File: src/rtl/d_stream_pkg.sv
// Shared types and defaults for the serial "d" stream receiver.
// Holds the FSM state encoding, the default width/pattern, and the bit_cnt width helper.
package d_stream_pkg;

  typedef enum logic [1:0] {IDLE, SHIFT, DONE} d_stream_state_t;

  localparam int          DEFAULT_WIDTH   = 8;
  localparam logic [31:0] DEFAULT_PATTERN = 32'h0000_00A5;

  // bit_cnt must be able to hold WIDTH itself (the "word complete" count).
  function automatic int cnt_w(input int width);
    return $clog2(width + 1);
  endfunction

endpackage

File: src/rtl/d_stream_rx_if.sv
// Word-level valid/ready port of the d stream receiver.
// The master drives the assembled word; the slave consumes it.
interface d_stream_rx_if #(
  parameter int WIDTH = 8
);
  logic [WIDTH-1:0] word_out;
  logic             word_valid;
  logic             word_ready;

  modport master (output word_out, output word_valid, input word_ready);
  modport slave  (input word_out, input word_valid, output word_ready);
endinterface

File: src/rtl/d_stream_shift.sv
// Serial-to-parallel front end: MSB-first shift register and bit counter.
// done is high for the single cycle in which a full WIDTH-bit word sits in shreg.
module d_stream_shift
  import d_stream_pkg::*;
#(
  parameter int WIDTH = DEFAULT_WIDTH
) (
  input  logic                      clk,
  input  logic                      reset,
  input  logic                      clr,
  input  logic                      d_in,
  input  logic                      d_valid,
  output logic [WIDTH-1:0]          shreg,
  output logic [cnt_w(WIDTH)-1:0]   bit_cnt,
  output logic                      done
);

  localparam int            CW   = cnt_w(WIDTH);
  localparam logic [CW-1:0] FULL = CW'(WIDTH);

  assign done = (bit_cnt == FULL);

  // A bit arriving while done starts the next word, so back-to-back words lose nothing.
  always_ff @(posedge clk or posedge reset) begin
    if (reset) begin
      shreg   <= '0;
      bit_cnt <= '0;
    end else if (clr) begin
      shreg   <= '0;
      bit_cnt <= '0;
    end else if (d_valid) begin
      shreg   <= {shreg[WIDTH-2:0], d_in};
      bit_cnt <= done ? CW'(1) : bit_cnt + CW'(1);
    end else if (done) begin
      bit_cnt <= '0;
    end
  end

endmodule

File: src/rtl/d_stream_rx.sv
// Receive end of the serial d stream: assembles words and offers them through a holding register.
// Optional feature macro D_STREAM_MATCH_EN enables the PATTERN comparator driving match.
module d_stream_rx
  import d_stream_pkg::*;
#(
  parameter int WIDTH = DEFAULT_WIDTH
`ifdef D_STREAM_MATCH_EN
  ,
  parameter logic [WIDTH-1:0] PATTERN = DEFAULT_PATTERN[WIDTH-1:0]
`endif
) (
  input  logic                    clk,
  input  logic                    reset,
  input  logic                    clr,
  input  logic                    d_in,
  input  logic                    d_valid,
  d_stream_rx_if.master           word_if,
  output logic [cnt_w(WIDTH)-1:0] bit_cnt,
  output logic                    overflow,
  output logic                    match
);

  localparam int            CW   = cnt_w(WIDTH);
  localparam logic [CW-1:0] LAST = CW'(WIDTH - 1);

  if (WIDTH < 2 || WIDTH > 32) begin : g_width_check
    $error("d_stream_rx: WIDTH must be in 2..32");
  end

  d_stream_state_t  state;
  logic [WIDTH-1:0] shreg;
  logic             done;
  logic             load;
  logic             drain;

  d_stream_shift #(.WIDTH(WIDTH)) u_shift (
    .clk     (clk),
    .reset   (reset),
    .clr     (clr),
    .d_in    (d_in),
    .d_valid (d_valid),
    .shreg   (shreg),
    .bit_cnt (bit_cnt),
    .done    (done)
  );

  // clr in DONE cancels the transfer outright: no load and no overflow.
  assign load  = (state == DONE) && !clr;
  assign drain = word_if.word_valid && word_if.word_ready;

  always_ff @(posedge clk or posedge reset) begin
    if (reset) begin
      state              <= IDLE;
      word_if.word_out   <= '0;
      word_if.word_valid <= 1'b0;
      overflow           <= 1'b0;
`ifdef D_STREAM_MATCH_EN
      match              <= 1'b0;
`endif
    end else begin
`ifdef D_STREAM_MATCH_EN
      match <= 1'b0;
`endif
      if (clr) begin
        state <= IDLE;
      end else begin
        case (state)
          IDLE:    if (d_valid) state <= SHIFT;
          SHIFT:   if (d_valid && bit_cnt == LAST) state <= DONE;
          DONE:    state <= d_valid ? SHIFT : IDLE;
          default: state <= IDLE;
        endcase
      end

      // A slot being drained this cycle counts as free, so a full-rate consumer never drops.
      if (load) begin
        if (!word_if.word_valid || drain) begin
          word_if.word_out   <= shreg;
          word_if.word_valid <= 1'b1;
`ifdef D_STREAM_MATCH_EN
          match              <= (shreg == PATTERN);
`endif
        end else begin
          overflow <= 1'b1;
        end
      end else if (drain) begin
        word_if.word_valid <= 1'b0;
      end
    end
  end

`ifndef D_STREAM_MATCH_EN
  assign match = 1'b0;
`endif

  a_state_done : assert property (@(posedge clk) disable iff (reset) (state == DONE) == done);

endmodule

File: src/flat_wrapper.sv
// flat-port wrapper written by rule: the top's interface ports become plain ports
module d_stream_rx_flat import d_stream_pkg::*;
#(
  parameter int WIDTH = DEFAULT_WIDTH

)
  (clk, reset, clr, d_in, d_valid, bit_cnt, overflow, match, word_if_word_out, word_if_word_valid, word_if_word_ready);
  d_stream_rx_if #(.WIDTH(WIDTH)) word_if_i ();
  input  logic clk;
  input  logic reset;
  input  logic clr;
  input  logic d_in;
  input  logic d_valid;
  output logic [cnt_w(WIDTH)-1:0] bit_cnt;
  output logic overflow;
  output logic match;
  output wire logic [$bits(word_if_i.word_out)-1:0] word_if_word_out;
  output wire logic [$bits(word_if_i.word_valid)-1:0] word_if_word_valid;
  input wire logic [$bits(word_if_i.word_ready)-1:0] word_if_word_ready;
  assign word_if_word_out = word_if_i.word_out;
  assign word_if_word_valid = word_if_i.word_valid;
  assign word_if_i.word_ready = word_if_word_ready;
  d_stream_rx #(.WIDTH(WIDTH)) u_core (.clk(clk), .reset(reset), .clr(clr), .d_in(d_in), .d_valid(d_valid), .word_if(word_if_i), .bit_cnt(bit_cnt), .overflow(overflow), .match(match));
endmodule
File: config.mk
export PLATFORM = sky130hd
export DESIGN_NAME = d_stream_rx_flat
export DESIGN_NICKNAME = d
export VERILOG_FILES = /design/src/rtl/d_stream_pkg.sv /design/src/rtl/d_stream_rx_if.sv /design/src/rtl/d_stream_shift.sv /design/src/rtl/d_stream_rx.sv /design/src/flat_wrapper.sv
export SDC_FILE = /design/constraint.sdc
export NUM_CORES = 1
export LEC_CHECK = 0
export CORE_AREA = 2 2 55 57
export CTS_CLUSTER_DIAMETER = 150
export DETAILED_ROUTE_END_ITERATION = 6
export DIE_AREA = 0 0 57 59
export GPL_ROUTABILITY_DRIVEN = 0
export PLACE_DENSITY = 0.59
export SLEW_MARGIN = 25
export SYNTH_ARGS = -nofsm -noshare
export SYNTH_HDL_FRONTEND = slang
export SYNTH_SLANG_ARGS = --single-unit
File: constraint.sdc
create_clock -name clk -period 1.47 [get_ports clk]
set_input_delay 0.147 -clock clk [delete_from_list [all_inputs] [get_ports clk]]
set_output_delay 0.147 -clock clk [all_outputs]
set_load 0.01 [all_outputs]
==> flow_metrics.env <==
export IMPL_dp_cells=137
export IMPL_crit_cells=1
export IMPL_die_h_um=59
export IMPL_clock_sinks=24
export IMPL_grt_ovfl_total=0
export IMPL_drive_gt1_share_pct=21.1
export IMPL_track_usage_pct=12.8
export IMPL_design_area_um2=1360
export IMPL_worstSetupStartpointType="flip-flop"
export IMPL_worstHoldPathType="input pin to async pin"
export IMPL_routed_wl_um=1900
export IMPL_postSynthAreaPerCell_um2=12.1
export IMPL_fillerInstances=259
export IMPL_intPower_mw=0.874
export IMPL_cp_num_buf_inv=1
export IMPL_chipWidth_um=57
export IMPL_htreeDepth=1
export IMPL_clock_latency_ns=0.31
export IMPL_io_pins=21
export IMPL_first_pass_iters=2
export IMPL_clock_root_buffer="clkbuf_4"
export IMPL_fp_row_count=19
export IMPL_critPathKind="flip-flop to primary output"
export IMPL_setup_viol=0
export IMPL_port_buffer_count=19
export IMPL_p_leak_nw=0.642
export IMPL_syn_area_um2=1070
export IMPL_post_route_drc_count=0
export IMPL_grt_pass1_wl_um=3310
export IMPL_final_cells=145
export IMPL_reg2reg_depth=6
export IMPL_fin_nets=123
export IMPL_crit_arrival_ns=1.24
export IMPL_grt_pass1_vias=791
export IMPL_slew_violations=0
export IMPL_syn_nets=96
export IMPL_area_delta_synth_final_pct=27.3
export IMPL_finClkSkew_ns=0.00356
export IMPL_p_sw_mw=0.256
export IMPL_clkTransAtPathRegs_ns=0.13
export IMPL_synth_cell_types=25
export IMPL_seqPwrFrac_pct=60.0
export IMPL_final_min_clock_period_ns=1.38
export IMPL_vias=722
export IMPL_grt_max_degree=25
export IMPL_cts_tree="built"
export IMPL_viasPerCell=4.98
export IMPL_p_sw_share_pct=22.6
export IMPL_core_area_um2=2710
export IMPL_drt_iter0_markers=13
export IMPL_cp_max_fo=2
export IMPL_placed_area_um2=1290
export IMPL_finalSetupTns_ns=0
export IMPL_rsz0062_at_grt="false"
export IMPL_drtAntennaViolNets=0
export IMPL_cp_slowest_cell="clkdlybuf4s50_1"
export IMPL_post_route_period_util_pct=94.0
export IMPL_ys_flop_type="dfrtp_1"
export IMPL_avgRoutedWirePerCell_um=13.1
export IMPL_drv_cap=0
export IMPL_path_cells="clkdlybuf4s50_1"
export IMPL_synth_edf_count=0
export IMPL_status="finished clean"
export IMPL_slowest_delay_ns=0.54
export IMPL_yosys_warnings=0
export IMPL_die_area_um2=3360
export IMPL_diodes=0
export IMPL_syn_inst=88
export IMPL_numCtsBuffers=3
export IMPL_fmax_ghz=0.723
export IMPL_power_mw=1.13
export IMPL_antenna_found_initial=0
export IMPL_whs_ns=0.171
export IMPL_synth_seq_cells=24
export IMPL_critPathTopFamily="buffers and inverters"
export IMPL_p_clk_share_pct=30.4
export IMPL_crit_required_ns=1.32
export IMPL_async_flop_share_pct=100
export IMPL_initial_core_util_pct=39.4
export IMPL_hpwl_um=1330
export IMPL_p_per_area_nw_per_um2=832
export IMPL_timing_final_hold_violations=0
export IMPL_p_comb_share_pct=9.7
export IMPL_yosysSeqAreaShare_pct=56.3
export IMPL_clk_path_buf_depth=2
export IMPL_power_ir_vdd_worst_mv=0.519
export IMPL_crit_path_end_kind="primary output"
## cells in the mapped netlist (2+ instances only)
cell type	n	area share [%]
mux2_2	8	8.4
ha_1	2	2.3
buf_4	2	1.4
mux2i_1	8	7.5
nor2_1	9	3.2
a21oi_1	4	1.9
dfrtp_1	24	56
nand2_1	5	1.8
nand2b_1	3	1.8
nor4b_1	2	1.6
nand3b_1	3	2.1
inv_1	5	1.8
## kinds of logic after synthesis
kind of cell	Yosys count	share of synthesized area [%]
AO/OA/AOI/OAI	8	5.04
adder cells (fa/ha/maj)	2	2.34
buffers and inverters	10	5.04
flip-flops	24	56.3
multiplexers	16	15.9
other	1	0.351
AND/OR/NAND/NOR	27	15.0
## flip-flops by register name, summed over array words and instances, names as in the netlist
signal and cells:
u_core.u_shift.bit_cnt 4, u_core.u_shift.shreg 8, u_core.word_if.word_valid 1, u_core.state 2
u_core.overflow 1, u_core.word_if.word_out 8
## layer usage
layer / GRT usage (%) / routed length, um / vias up
li1: - / - / 352
met1: 15.1 / 856 / 353
met2: 21.2 / 939 / 13
met3: 2.84 / 71 / 4
met4: 8.31 / 28 / 0
met5: 0 / 0 / -
## path summary, 6_finish.rpt
path	endpoint	slack, ns	start
min	u_core.u_shift.shreg[7]	0.17	reset
min reg2reg	u_core.overflow	0.51	u_core.overflow
max reg2reg	u_core.u_shift.bit_cnt[0]	0.16	u_core.u_shift.bit_cnt[0]
max	bit_cnt[3]	0.09	u_core.u_shift.bit_cnt[3]
max in group asynchronous	u_core.u_shift.bit_cnt[2]	1.05	reset
min in group clk	u_core.u_shift.shreg[0]	0.44	d_in
## cell usage in the layout (no fill, tap or decap), drive strengths merged
cell,netlist,layout
dfrtp,24,24
clkdlybuf4s50,0,19
nor2,10,10
mux2,8,8
mux2i,8,8
buf,4,8
nand2,5,5
inv,5,5
a21oi,4,4
clkbuf,1,4
nand2b,3,3
nand3b,3,3
nor4b,2,2
ha,2,2
nand3,2,2
nand4b,1,1
o21bai,1,1
a31o,1,1
nand4,1,1
a41oi,1,1
o41ai,1,1
conb,1,1
## cell type report
cell class,count,area (um2),share of cell area [%]
clock buffer,4,36.3,2.67
inverter,5,18.8,1.38
multi-input combinational,54,413,30.4
sequential,24,602,44.3
tap,31,38.8,2.85
timing repair buffer,27,250,18.4
## power by group through the flow
stage          Clock (mW)  Sequential (mW)  Combinational (mW)
3_5_place_dp            0            0.694               0.100
6_report            0.343            0.677               0.109
4_1_cts             0.361            0.680               0.106
2_1_floorplan           0            0.695              0.0630
5_1_grt             0.394            0.679               0.124
3_3_place_gp            0            0.695              0.0984
## per-stage QoR
step	worst slack [ns]	util, %
floorplan	0.246	-
global placement	0.0766	47.6
detailed placement	0.0523	47.6
CTS	0.000626	49.6
global route	0.0170	50.1
finish	0.0876	50.1
## repair_timing
item,4_1_cts,5_1_grt
endpoints found under the hold margin,0,0
hold buffers,0,0
gates resized for setup,1,0
setup endpoints to repair,3,2
buffers inserted,2,2
Note: power is estimated with default switching activity, not from simulation.
